### src/rtl/t03_char_pkg.sv
// Shared constants, state type and helpers for the character-code to binary decoder.
package t03_char_pkg;

  localparam logic [5:0] CHAR_DIGIT0 = 6'd26;
  localparam logic [5:0] CHAR_DIGIT9 = 6'd35;
  localparam logic [5:0] CHAR_BLANK  = 6'd3;

  typedef enum logic {
    ACC,
    OUT
  } dec_state_t;

  function automatic logic is_digit_code(input logic [5:0] code);
    return (code >= CHAR_DIGIT0) && (code <= CHAR_DIGIT9);
  endfunction

endpackage

### src/rtl/t03_char_to_digit.sv
// Combinational map from a display character code to a decimal digit value.
module t03_char_to_digit
  import t03_char_pkg::*;
(
  input  logic [5:0] i_char_code,
  output logic [3:0] o_digit,
  output logic       o_is_digit
);

  logic [3:0] w_low_digit;

  // Codes 26..35 are 0x1A..0x23; the low nibble minus 10 (mod 16) yields 0..9.
  assign w_low_digit = i_char_code[3:0] - 4'd10;
  assign o_is_digit  = is_digit_code(i_char_code);
  assign o_digit     = o_is_digit ? w_low_digit : 4'd0;

endmodule

### src/rtl/t03_char_to_bin_decoder.sv
// Rebuilds the binary value of a fixed-length decimal field from a serial stream
// of character codes (most significant digit first), one result per frame.
module t03_char_to_bin_decoder
  import t03_char_pkg::*;
#(
  parameter int unsigned NUM_DIGITS = 2,
  parameter int unsigned OUT_W      = 7,
  parameter int unsigned MAX_VALUE  = 15
) (
  input  logic             clk,
  input  logic             nrst,
  input  logic             flush,
  input  logic             in_valid,
  input  logic [5:0]       char_code,
  output logic             in_ready,
  output logic             out_valid,
  input  logic             out_ready,
  output logic [OUT_W-1:0] out_value,
  output logic             out_err,
  output logic             out_range
);

  localparam int unsigned      CntW   = $clog2(NUM_DIGITS + 1);
  localparam logic [OUT_W-1:0] MaxVal = OUT_W'(MAX_VALUE);

  if ((NUM_DIGITS < 1) || (NUM_DIGITS > 4)) begin : g_bad_num_digits
    $error("NUM_DIGITS must be in 1..4");
  end
  if (((64'd10 ** NUM_DIGITS) - 64'd1) >= (64'd1 << OUT_W)) begin : g_bad_out_w
    $error("OUT_W too narrow for 10^NUM_DIGITS-1");
  end

  dec_state_t       r_state;
  dec_state_t       w_state_next;
  logic [OUT_W-1:0] r_acc;
  logic [CntW-1:0]  r_cnt;
  logic             r_err;
  logic             r_out_valid;
  logic [OUT_W-1:0] r_out_value;
  logic             r_out_err;
  logic             r_out_range;

  logic             w_in_ready;
  logic [3:0]       w_digit;
  logic             w_is_digit;
  logic             w_take;
  logic             w_last;
  logic             w_err_next;
  logic [OUT_W-1:0] w_acc_next;

  t03_char_to_digit u_char_to_digit (
    .i_char_code (char_code),
    .o_digit     (w_digit),
    .o_is_digit  (w_is_digit)
  );

  // A flush in ACC wins over a same-cycle transfer, so it never counts as one.
  assign w_take     = in_valid && w_in_ready && !flush;
  assign w_last     = (r_cnt == CntW'(NUM_DIGITS - 1));
  assign w_err_next = r_err || !w_is_digit;
  assign w_acc_next = w_is_digit ? (r_acc * OUT_W'(10)) + OUT_W'(w_digit) : r_acc;

  always_ff @(posedge clk) begin
    if (!nrst) begin
      r_state <= ACC;
    end else begin
      r_state <= w_state_next;
    end
  end

  always_comb begin
    w_state_next = r_state;
    unique case (r_state)
      ACC: if (w_take && w_last) w_state_next = OUT;
      OUT: if (out_ready)        w_state_next = ACC;
    endcase
  end

  always_comb begin
    w_in_ready = (r_state == ACC);
  end

  always_ff @(posedge clk) begin
    if (!nrst) begin
      r_acc       <= '0;
      r_cnt       <= '0;
      r_err       <= 1'b0;
      r_out_valid <= 1'b0;
      r_out_value <= '0;
      r_out_err   <= 1'b0;
      r_out_range <= 1'b0;
    end else begin
      unique case (r_state)
        ACC: begin
          if (flush) begin
            r_acc <= '0;
            r_cnt <= '0;
            r_err <= 1'b0;
          end else if (w_take) begin
            r_acc <= w_acc_next;
            r_cnt <= r_cnt + CntW'(1);
            r_err <= w_err_next;
            if (w_last) begin
              r_out_valid <= 1'b1;
              r_out_value <= w_err_next ? '0 : w_acc_next;
              r_out_err   <= w_err_next;
              r_out_range <= !w_err_next && (w_acc_next > MaxVal);
            end
          end
        end
        OUT: begin
          // Result held until accepted; flush is deliberately ignored here.
          if (out_ready) begin
            r_out_valid <= 1'b0;
            r_acc       <= '0;
            r_cnt       <= '0;
            r_err       <= 1'b0;
          end
        end
      endcase
    end
  end

  assign in_ready  = w_in_ready;
  assign out_valid = r_out_valid;
  assign out_value = r_out_value;
  assign out_err   = r_out_err;
  assign out_range = r_out_range;

endmodule
### config.mk
export PLATFORM = sky130hd
export DESIGN_NAME = t03_char_to_bin_decoder
export DESIGN_NICKNAME = d
export VERILOG_FILES = /design/src/rtl/t03_char_pkg.sv /design/src/rtl/t03_char_to_digit.sv /design/src/rtl/t03_char_to_bin_decoder.sv
export SDC_FILE = /design/constraint.sdc
export NUM_CORES = 1
export LEC_CHECK = 0
export CAP_MARGIN = 30
export CORE_UTILIZATION = 46
export CTS_CLUSTER_DIAMETER = 50
export CTS_CLUSTER_SIZE = 8
export DETAILED_ROUTE_END_ITERATION = 7
export GPL_TIMING_DRIVEN = 0
export PLACE_DENSITY = 0.79
export REMOVE_ABC_BUFFERS = 1
export SETUP_SLACK_MARGIN = 0.2
export SYNTH_ARGS = -nofsm -noshare
export SYNTH_HDL_FRONTEND = slang
export SYNTH_SLANG_ARGS = --single-unit
export TNS_END_PERCENT = 1
### constraint.sdc
create_clock -name clk -period 2.1 [get_ports clk]
set_input_delay 0.315 -clock clk [delete_from_list [all_inputs] [get_ports clk]]
set_output_delay 0.315 -clock clk [all_outputs]
set_load 0.005 [all_outputs]
==> impl_results.md, run 1 <==
- Area growth from synthesis to layout: 38.6%
- Setup CP Type: input pin to flip-flop
- R2R setup slack: 110 ps
- Number of core rows: 17
- Drt pass-1 iters: 4
- DR WL/cell: 13.9 um
- Sequential-to-total area share from yosys stat: 0.341
- Final-layout fill cell count: 170
- Syn Inst Count: 132
- Largest net degree at the start of global routing: 21
- Worst Skew: 7.52 ps
- Setup WS post-layout: 19.7 ps
- Antenna cells: 0
- CP max stage cell: or4b_4
- Initial antenna violation count: 0
- Hold crit path type: flip-flop to flip-flop
- Deepest clock path buffer count: 2
- Worst hold path depth: 2
- Power Total: 0.000650 W
- Final slew viol count: 0
- Worst r2r src: r_acc[1]
- Mapped cell area: 0.00117 mm^2
- Overall via count from detail_route: 1024
- Cell Chain, Critical Path: buf_6 -> or4b_4 -> o21a_4 -> nor2_4 -> ha_4 -> fa_2 -> mux2_4 -> a22oi_2 -> nor2b_1
- Die ar.: 0.00276 mm^2
- Slew headroom: 0.635
- RSZ-0062 raised after global routing: true
- CTS tree: yes
- Worst slew pin tran: 546 ps
- CP required: 2290 ps
- Post-Place Setup Slack: -740 ps
- Setup-failing EPs final: 0
- Initial drt markers: 31
- DRT Wirelength: 2650 um
- Main combinational cell family by area after synthesis: simple AND/OR/NAND/NOR gates
- FMAX: 0.481 GHz
- ANT nets after route: 0
- Port bufs: 21
- WP buf/inv: 1
- XOR/XNOR Fraction of Synth Area: 0.0597
- #FFs+latches synth: 20
- GPL Wtd Cong: 0.808
- Area of the multi-input gates: 858 um^2
- Via density: 5.39
- Tcrit/Tclk final: 0.991
- Clk pin slew, worst setup/hold paths: 100 ps
- Peak supply drop: 0.000397 V
- CTS H-tree depth: 1
- DIE HEIGHT: 52.5 um
- Crit. End Element: flip-flop
- LEAKAGE: 0.620 nW
- Core ar.: 0.00230 mm^2
- Period minus WS final: 2080 ps
- Die width: 52.5 um
- Post-Synth Adder-Cell Area: 0.130
- Remaining DRCs: 0
- Pwr dens: 399 mW/mm^2
- Gr ovfl total: 0
- Status: completed
- Skew-Pair Late Insertion Delay: 290 ps
- I/O Pins: 22
- Maxcap violations: 0
- Number of global-route vias before repair: 955
- Slowest stage delay, CP: 550 ps
- Inserted Clock Buffers: 3
- Avg Cell Area, Syn: 8.89 um^2
- R2R Path End: out_value[6]
- Share of cells above drive strength 1: 0.315
- Global-route wire length before repair: 4180 um
- Reg2Reg Depth: 9
- Hold EP: out_value[6]
- Mux share of post-synthesis cell area: 0.0288
- Final #Nets: 186
- Critical Path AT: 2270 ps
- Min-delay src: out_value[6]
- Total GRT Usage: 0.209
- Clock Sinks: 20
- CTS root buf: clkbuf_4
- Post-route cell area: 0.00163 mm^2
- Most frequent cells in the layout: clkdlybuf4s50_1 (16), dfxtp_1 (16), nand2_1 (15)
- Synth Area in Simple Gates: 0.217
- Final Hold Viols: 0
- Worst-path fanout max: 3
- Setup crit start kind: input pin
- Syn. warnings: 0
- Placed cell area: 0.00140 mm^2
- Cell variety after synth: 33
- Register Area: 408 um^2
- Hpwl dp: 1810 um
- Compound-Gate Fraction of Synth Area: 0.181
- Crit path max-delay family: simple AND/OR/NAND/NOR gates
- Initial core utilization: 0.511
[tightest hold or removal path, cell delays in order (launching register included)]
cell and delay, ps:
dfxtp_1 320, nand2_1 50, a21boi_1 50
[cells in the mapped netlist]
| library cell | instances | area share |
|---|---|---|
| or4b_4 | 1 | 0.012 |
| nand3_1 | 3 | 0.013 |
| a21o_1 | 1 | 0.0064 |
| or3_1 | 1 | 0.0053 |
| clkbuf_1 | 3 | 0.0096 |
| nor3b_2 | 1 | 0.011 |
| o21a_1 | 1 | 0.0064 |
| a21boi_1 | 1 | 0.0064 |
| or2_2 | 1 | 0.0053 |
| xor2_1 | 3 | 0.022 |
| o2bb2ai_1 | 1 | 0.0075 |
| xnor2_1 | 5 | 0.037 |
| a21boi_0 | 4 | 0.026 |
| nand2b_1 | 1 | 0.0053 |
| and2_1 | 5 | 0.027 |
| dfxtp_1 | 20 | 0.34 |
| nor2b_1 | 9 | 0.048 |
| a21oi_1 | 2 | 0.0085 |
| a21o_2 | 1 | 0.0075 |
| fa_1 | 2 | 0.034 |
| o21ai_0 | 8 | 0.034 |
| o21a_4 | 1 | 0.013 |
| nand2_1 | 17 | 0.054 |
| ha_1 | 9 | 0.096 |
| and2_2 | 1 | 0.0064 |
| inv_1 | 7 | 0.022 |
| nor2_1 | 7 | 0.022 |
| buf_6 | 1 | 0.0096 |
| nor3_1 | 2 | 0.0085 |
| a22oi_1 | 8 | 0.051 |
| mux2_2 | 3 | 0.029 |
| o21bai_1 | 1 | 0.0064 |
| a32o_1 | 1 | 0.0085 |
[per-stage QoR]
step                instances   util  hold slack, ps  setup TNS (ps)
floorplan                 128      -             433            -368
global placement          177  0.608             456           -7300
detailed placement        177  0.608             462           -8170
CTS                       188  0.672             464               0
global route              190  0.708             493           -97.6
finish                    190  0.708             457               0
[timing repair]
item                                    4_1_cts  5_1_grt
setup buffers                                 8        2
hold buffers                                  0        0
gates resized for setup                      38       18
pin swaps                                     9       14
endpoints found under the setup margin       15       15
[sequential cells by signal, indices dropped and copies added, names as in the netlist]
name	flops
out_err	1
out_range	1
out_valid	1
out_value	7
r_acc	6
r_cnt	2
r_err	1
r_state	1
[final cells by class]
cell class / count / area share
Sequential cell: 20 / 0.251
Timing Repair Buffer: 31 / 0.170
Inverter: 7 / 0.0162
Tap cell: 28 / 0.0215
Clock buffer: 3 / 0.0138
Multi-Input combinational cell: 101 / 0.528
[layer usage]
layer,wire [um],GRT usage
met1,1180,0.266
met2,1380,0.352
met3,88,0.0493
met4,0,0.0482
met5,0,0
[power by group]
group	leakage (nW)	switching (W)	internal (W)
logic	0.442	0.0000460	0.0000487
clock network	0.0138	0.000103	0.0000667
registers	0.164	0.00000348	0.000382
total	0.620	0.000152	0.000497
[kinds of logic (layout without fill, tap and decap cells)]
| logic type | after synthesis | count (layout) |
|---|---|---|
| buffers and inverters | 11 | 41 |
| flip-flops | 20 | 20 |
| XOR/XNOR | 8 | 8 |
| adder cells (fa/ha/maj) | 11 | 11 |
| multiplexers | 3 | 3 |
| AO/OA/AOI/OAI | 30 | 30 |
| AND/OR/NAND/NOR | 49 | 49 |
[worst max path at each step]
stage | start | end | slack [ps] | cells past startpoint
after floorplan | char_code[2] | out_value[2] | -140 | 8
after global placement | char_code[2] | out_value[2] | -700 | 9
after detailed placement | char_code[2] | out_value[2] | -740 | 9
after CTS | char_code[4] | out_value[2] | 5 | 9
after global routing | char_code[4] | out_value[4] | -30 | 9
final | char_code[4] | out_value[2] | 20 | 9
No activity file was read; power rests on OpenSTA's default activity.
==> run 2: changes to the inputs <==
--- a/config.mk
+++ b/config.mk
@@ -5,8 +5,9 @@
 export SDC_FILE = /design/constraint.sdc
 export NUM_CORES = 1
 export LEC_CHECK = 0
+export ABC_AREA = 1
 export CAP_MARGIN = 30
-export CORE_UTILIZATION = 46
+export CORE_UTILIZATION = 47
 export CTS_CLUSTER_DIAMETER = 50
 export CTS_CLUSTER_SIZE = 8
 export DETAILED_ROUTE_END_ITERATION = 7
==> run 2 against run 1 <==
  * Hold slack better by 15 ps
  * Global-route usage up 1.0 points
  * Power up 11%
  * Sequential share of layout area down 1.3 points
  * Cell area up 12%
  * Highest routed layer is now met4
  * Clock skew down 4.2 ps
  * Clock power up 16%
  * Die area up 11%
  * Non-clock buffer count up 1
  * Critical endpoint is now out_range
==> impl_results.md, run 2 <==
- Slew headroom: 0.671 (was 0.635)
- Number of core rows: 18 (was 17)
- Deepest clock path buffer count: 2 (unchanged)
- Initial core utilization: 0.516 (was 0.511)
- Drt pass-1 iters: 5 (was 4)
- Ys async rst share: 0 (unchanged)
- CTS root buf: clkbuf_4 (unchanged)
- Die width: 55.3 um (was 52.5 um)
- Hold EP: r_cnt[0] (was out_value[6])
- Tcrit/Tclk final: 0.966 (was 0.991)
- Worst Skew: 3.32 ps (was 7.52 ps)
- Worst slew pin tran: 490 ps (was 546 ps)
- Commonest non-fill, non-tap cell in the layout: nand2_1
- Worst r2r src: r_acc[1] (unchanged)
- Most frequent cells in the layout: nand2_1 (48), dfxtp_1 (17), a21oi_1 (16), clkdlybuf4s50_1 (16), inv_1 (13) (was clkdlybuf4s50_1 (16), dfxtp_1 (16), nand2_1 (15))
- FMAX: 0.493 GHz (was 0.481 GHz)
- RSZ-0062 raised after global routing: true (unchanged)
- Final Hold Viols: 0 (unchanged)
- Via density: 5.29 (was 5.39)
- Hold crit path type: flip-flop to flip-flop (unchanged)
- Avg Cell Area, Syn: 7.35 um^2 (was 8.89 um^2)
- Skew-Pair Late Insertion Delay: 310 ps (was 290 ps)
- R2R Path End: out_range (was out_value[6])
- CTS H-tree depth: 1 (unchanged)
- Port bufs: 21 (unchanged)
- Setup CP Type: flip-flop to flip-flop (was input pin to flip-flop)
- I/O Pins: 22 (unchanged)
- DR WL/cell: 13.4 um (was 13.9 um)
- DRT Wirelength: 3290 um (was 2650 um)
- ANT nets after route: 0 (unchanged)
- Gr ovfl total: 0 (unchanged)
- Core ar.: 0.00259 mm^2 (was 0.00230 mm^2)
- Status: completed (unchanged)
- Placed Cells: 230 (was 177)
- Fin cells: 245 (was 190)
- Post-synth EDFFs: 0 (unchanged)
- Mapped cell area: 0.00134 mm^2 (was 0.00117 mm^2)
- Largest net degree at the start of global routing: 18 (was 21)
- Final #Nets: 238 (was 186)
- Maxcap violations: 0 (unchanged)
- Pwr dens: 396 mW/mm^2 (was 399 mW/mm^2)
- Worst hold path depth: 1 (was 2)
- Share of cells above drive strength 1: 0.335 (was 0.315)
- DIE HEIGHT: 55.3 um (was 52.5 um)
- Top cell type's share of synthesized area: 0.314 (was 0.341)
- Clk pin slew, worst setup/hold paths: 110 ps (was 100 ps)
- Syn Inst Count: 182 (was 132)
- Predominant post-synthesis flop cell: dfxtp_1 (unchanged)
- Initial drt markers: 37 (was 31)
- Critical Path AT: 2230 ps (was 2270 ps)
- Total GRT Usage: 0.219 (was 0.209)
- Min-delay src: r_cnt[0] (was out_value[6])
- Sequential-to-total area share from yosys stat: 0.314 (was 0.341)
- Global-route wire length before repair: 5430 um (was 4180 um)
- Reg2Reg Depth: 13 (was 9)
- R2R setup slack: 70 ps (was 110 ps)
- #FFs+latches synth: 21 (was 20)
- Critical path origin: r_acc[1] (was char_code[4])
- Period minus WS final: 2030 ps (was 2080 ps)
- Commonest cells in the netlist: nand2_1 (58), dfxtp_1 (21), a21oi_1 (18) (was dfxtp_1 (20), nand2_1 (17), ha_1 (9), nor2b_1 (9))
- Antenna cells: 0 (unchanged)
- Setup-failing EPs final: 0 (unchanged)
- Syn. warnings: 0 (unchanged)
- Post-cts hold buffer count: 0 (unchanged)
- Final slew viol count: 0 (unchanged)
- Area growth from synthesis to layout: 36.0% (was 38.6%)
- Synth area leader: dfxtp_1 (unchanged)
- Overall via count from detail_route: 1295 (was 1024)
- Count leader, synth: nand2_1 (was dfxtp_1)
- Initial antenna violation count: 0 (unchanged)
- Remaining DRCs: 0 (unchanged)
- Cell variety after synth: 31 (was 33)
- CTS tree: yes (unchanged)
- CP required: 2300 ps (was 2290 ps)
- Clock Sinks: 21 (was 20)
- Die ar.: 0.00306 mm^2 (was 0.00276 mm^2)
- Inserted Clock Buffers: 3 (unchanged)
- GPL Wtd Cong: 0.782 (was 0.808)
- Setup TNS Final: 0 ps (unchanged)
- Setup crit start kind: flip-flop (was input pin)
- Crit. End Element: flip-flop (unchanged)
- Worst-path fanout max: 3 (unchanged)
- LEAKAGE: 0.764 nW (was 0.620 nW)
- Top cells by area, synth: dfxtp_1 (31%), nand2_1 (16%), ha_1 (8.4%) (was dfxtp_1 (34%), ha_1 (9.6%), nand2_1 (5.4%))
- Peak supply drop: 0.000518 V (was 0.000397 V)
- Number of global-route vias before repair: 1242 (was 955)
- Hpwl dp: 2260 um (was 1810 um)
-- run 2: area by class of cell --
cell class | instances | area (um^2)
Fill cell | 207 | 771
Inverter | 23 | 104
Timing Repair Buffer | 32 | 275
Clock buffer | 4 | 26.3
Tap cell | 30 | 37.5
Multi-Input combinational cell | 135 | 943
Sequential cell | 21 | 433
-- run 2: metrics by stage --
step | utilization | total power (W) | setup slack (ps) | hold WS (ps) | cell area, um^2
3_3_place_gp | 0.605 | 0.000515 | -639 | 443 | 1570
2_1_floorplan | - | 0.000477 | 18.1 | 428 | 1320
3_5_place_dp | 0.605 | 0.000519 | -734 | 459 | 1570
6_report | 0.702 | 0.000721 | 71.1 | 472 | 1820
4_1_cts | 0.662 | 0.000712 | -12.5 | 470 | 1710
5_1_grt | 0.702 | 0.000750 | -7.10 | 495 | 1820
-- run 2: what timing repair did --
item | in CTS | in global routing
resized for setup | 28 | 35
endpoints found under the setup margin | 11 | 14
pin swaps | 27 | 28
buffers inserted | 8 | 3
hold endpoints to repair | 0 | 0
-- run 2: power breakdown --
group	internal [W]	total, W	switching, W
registers	0.000400	0.000404	0.00000358
logic	0.0000488	0.000120	0.0000715
clock network	0.0000742	0.000197	0.000123
-- run 2: kinds of logic after synthesis --
kind of cell	after synthesis	synth area share
AOI/OAI and AO/OA	24	0.0964
xor gates and xnor gates	6	0.0393
adders and majority gates	11	0.114
buffers and inverters	26	0.0842
DFF	21	0.314
and+or+nand+nor	94	0.352
-- run 2: routing by layer --
metal / GRT usage / share of wire
met1: 0.245 / 0.43
met2: 0.392 / 0.51
met3: 0.0703 / 0.047
met4: 0.0679 / 0.020
met5: 0 / 0
-- run 2: worst max path at each step --
stage	to	slack, ps
after global routing	out_range	-7
after detailed placement	out_range	-730
after CTS	out_range	-10
after floorplan	out_range	20
final	out_range	70
after global placement	out_range	-640
-- run 2: critical path, stage by stage (launching register included) --
cell and delay [ps]:
dfxtp_4 370, ha_4 260, ha_4 110, inv_2 30, fa_2 570, inv_2 50, nand3_2 70, nand2_2 60
nand2_2 60, nand2_2 60, nand2_2 90, nand2_2 50, nor2_2 80, a21oi_2 50
==> run 3: changes to the inputs <==
--- a/config.mk
+++ b/config.mk
@@ -7,14 +7,15 @@
 export LEC_CHECK = 0
 export ABC_AREA = 1
 export CAP_MARGIN = 30
-export CORE_UTILIZATION = 47
+export CORE_UTILIZATION = 55
 export CTS_CLUSTER_DIAMETER = 50
 export CTS_CLUSTER_SIZE = 8
 export DETAILED_ROUTE_END_ITERATION = 7
 export GPL_TIMING_DRIVEN = 0
-export PLACE_DENSITY = 0.79
+export PLACE_DENSITY = 0.86
 export REMOVE_ABC_BUFFERS = 1
 export SETUP_SLACK_MARGIN = 0.2
+export SKIP_LAST_GASP = 1
 export SYNTH_ARGS = -nofsm -noshare
 export SYNTH_HDL_FRONTEND = slang
 export SYNTH_SLANG_ARGS = --single-unit
==> constraint.sdc (replaced) <==
create_clock -name clk -period 2.6 [get_ports clk]
set_input_delay 0.39 -clock clk [delete_from_list [all_inputs] [get_ports clk]]
set_output_delay 0.39 -clock clk [all_outputs]
set_load 0.005 [all_outputs]
==> run 3 against run 2 <==
  * Combinational power is 27% lower
  * First-iteration DRC count is 24% lower
  * Sequential share of layout area is 1.7 points higher
  * Clock skew is 5.4 ps higher
  * Largest power group unchanged
  * Power is 20% lower
  * Setup slack better by 200 ps
  * Hold slack worse by 0.64 ps
  * Non-clock buffer count is 7 lower
  * Register-to-register slack better by 290 ps
  * Via count is 0.31% higher
==> impl_results.md, run 3 (synthesis results as in run 2) <==
- Pwr dens: 345 mW/mm^2 (was 396 mW/mm^2)
- Critical Path AT: 2540 ps (was 2230 ps)
- Core ar.: 0.00225 mm^2 (was 0.00259 mm^2)
- Hold crit path type: flip-flop to flip-flop (unchanged)
- Setup-failing EPs final: 0 (unchanged)
- Critical path origin: char_code[2] (was r_acc[1])
- Post-route cell area: 0.00167 mm^2 (was 0.00182 mm^2)
- Fin cells: 236 (was 245)
- Worst-path fanout max: 9 (was 3)
- RSZ-0062 raised after global routing: true (unchanged)
- Hold EP: r_cnt[1] (was r_cnt[0])
- I/O Pins: 22 (unchanged)
- FMAX: 0.429 GHz
- Setup CP Type: input pin to flip-flop (was flip-flop to flip-flop)
- Inserted Clock Buffers: 3 (unchanged)
- Global-route wire length before repair: 5220 um (was 5430 um)
- Gr ovfl total: 0 (unchanged)
- Total GRT Usage: 0.263 (was 0.219)
- Power Total: 0.000576 W (was 0.000721 W)
- Remaining DRCs: 0 (unchanged)
- Antenna cells: 0 (unchanged)
- Overall via count from detail_route: 1299 (was 1295)
- Port bufs: 21 (unchanged)
- Status: completed (unchanged)
- Placed Cells: 228 (was 230)
- R2R Path End: r_acc[6] (was out_range)
- Number of global-route vias before repair: 1274 (was 1242)
- CTS root buf: clkbuf_4 (unchanged)
- ANT nets after route: 0 (unchanged)
- Initial core utilization: 0.593 (was 0.516)
- Worst slew pin tran: 716 ps (was 490 ps)
- DRT Wirelength: 3150 um (was 3290 um)
- Most frequent cells in the layout: nand2_1 (54), dfxtp_1 (19), inv_1 (17), a21oi_1 (17), clkdlybuf4s50_1 (17) (was nand2_1 (48), dfxtp_1 (17), a21oi_1 (16), clkdlybuf4s50_1 (16), inv_1 (13))
- Worst Skew: 8.71 ps (was 3.32 ps)
- Area growth from synthesis to layout: 24.8% (was 36.0%)
- Final slew viol count: 0 (unchanged)
- Worst Hold Slack: 471 ps (was 472 ps)
- CTS H-tree depth: 1 (unchanged)
- CP max stage cell: clkdlybuf4s50_1 (was fa_2)
- Final #Nets: 231 (was 238)
- R2R setup slack: 360 ps (was 70 ps)
- Placed cell area: 0.00156 mm^2 (was 0.00157 mm^2)
- GPL Wtd Cong: 0.879 (was 0.782)
- Clock Sinks: 21 (unchanged)
- Largest net degree at the start of global routing: 18 (unchanged)
- Peak supply drop: 0.000447 V (was 0.000518 V)
- DR WL/cell: 13.3 um (was 13.4 um)
- LEAKAGE: 0.746 nW (was 0.764 nW)
- Die width: 51.3 um (was 55.3 um)
- Share of cells above drive strength 1: 0.178 (was 0.335)
- Worst r2r src: r_acc[1] (unchanged)
- Slowest stage delay, CP: 480 ps (was 570 ps)
- Hpwl dp: 2370 um (was 2260 um)
- Period minus WS final: 2330 ps
- Deepest clock path buffer count: 2 (unchanged)
- Min-delay src: r_cnt[1] (was r_cnt[0])
- Crit path max-delay family: simple AND/OR/NAND/NOR gates (was adder cells)
- Number of core rows: 17 (was 18)
- Setup crit start kind: input pin (was flip-flop)
- Initial antenna violation count: 0 (unchanged)
- Maxcap violations: 0 (unchanged)
- Crit. End Element: flip-flop (unchanged)
- WP buf/inv: 3 (was 2)
- Cell Chain, Critical Path: clkdlybuf4s50_1 -> inv_2 -> nand3_2 -> nand2_8 -> inv_8 -> nor2_1 -> ha_2 -> fa_2 -> nand2_1 -> nand2_1 -> nand3_1 -> nand2_1 -> nand2_1 -> nand2_2 -> nand2_2 -> nand2_1 -> nor2_1 -> a21oi_2 (was ha_4 -> ha_4 -> inv_2 -> fa_2 -> inv_2 -> nand3_2 -> nand2_2 -> nand2_2 -> nand2_2 -> nand2_2 -> nand2_2 -> nor2_2 -> a21oi_2)
- Commonest non-fill, non-tap cell in the layout: nand2_1 (unchanged)
- Via density: 5.50 (was 5.29)
- CTS tree: yes (unchanged)
- Worst hold path depth: 2 (was 1)
- Initial drt markers: 28 (was 37)
- Drt pass-1 iters: 4 (was 5)
- Skew-Pair Late Insertion Delay: 320 ps (was 310 ps)
- Die ar.: 0.00263 mm^2 (was 0.00306 mm^2)
- Tcrit/Tclk final: 0.897
- Reg2Reg Depth: 11 (was 13)
- Slew headroom: 0.520 (was 0.671)
- Clk pin slew, worst setup/hold paths: 120 ps (was 110 ps)
- Most frequent CP cell: nand2_1 (was nand2_2)
- Final Hold Viols: 0 (unchanged)
- CP required: 2810 ps (was 2300 ps)
- DIE HEIGHT: 51.3 um (was 55.3 um)
[run 3: how the worst max path moves through the flow]
| stage | slack, ps | cells past startpoint | to |
|---|---|---|---|
| after CTS | 200 | 19 | out_range |
| after global placement | -190 | 18 | out_range |
| after detailed placement | -270 | 18 | out_range |
| after floorplan | 440 | 18 | out_range |
| after global routing | 170 | 19 | out_range |
| final | 270 | 18 | out_range |
[run 3: area by class of cell]
class                   instances  area (um^2)
multi-input cells             135          843
fillers                       173          586
flip-flops and latches         21          425
repair buffers                 25          239
inverters                      23         98.8
well taps                      28         35.0
clock buffers                   3         22.5
clock inverters                 1         5.00
[run 3: repair_timing]
item	in CTS	in global routing
resized for setup	7	13
endpoints found under the setup margin	2	6
setup buffers	0	4
pin swaps	1	9
hold buffers	0	0
[run 3: power by group]
group / leakage (nW) / internal [W] / switching, W
Sequential: 0.171 / 0.000325 / 0.00000321
Clock: 0.0177 / 0.0000576 / 0.000102
Combinational: 0.558 / 0.0000351 / 0.0000531
[run 3: tightest hold or removal path, stage by stage (launching register included)]
cell and delay [ps]:
dfxtp_1 320, nand2_1 60, a21oi_1 50
[run 3: through the flow]
| stage | util | setup WS (ps) | setup TNS (ps) |
|---|---|---|---|
| after global routing | 0.740 | 174 | 0 |
| after floorplan | - | 443 | 0 |
| after global placement | 0.694 | -190 | -259 |
| final | 0.740 | 268 | 0 |
| after detailed placement | 0.694 | -271 | -1050 |
| after CTS | 0.709 | 202 | 0 |
[run 3: routing by layer]
| layer | part of all wire | track usage |
|---|---|---|
| met5 | 0 | 0 |
| met4 | 0.031 | 0.113 |
| met3 | 0.053 | 0.0685 |
| met2 | 0.52 | 0.496 |
| met1 | 0.39 | 0.270 |
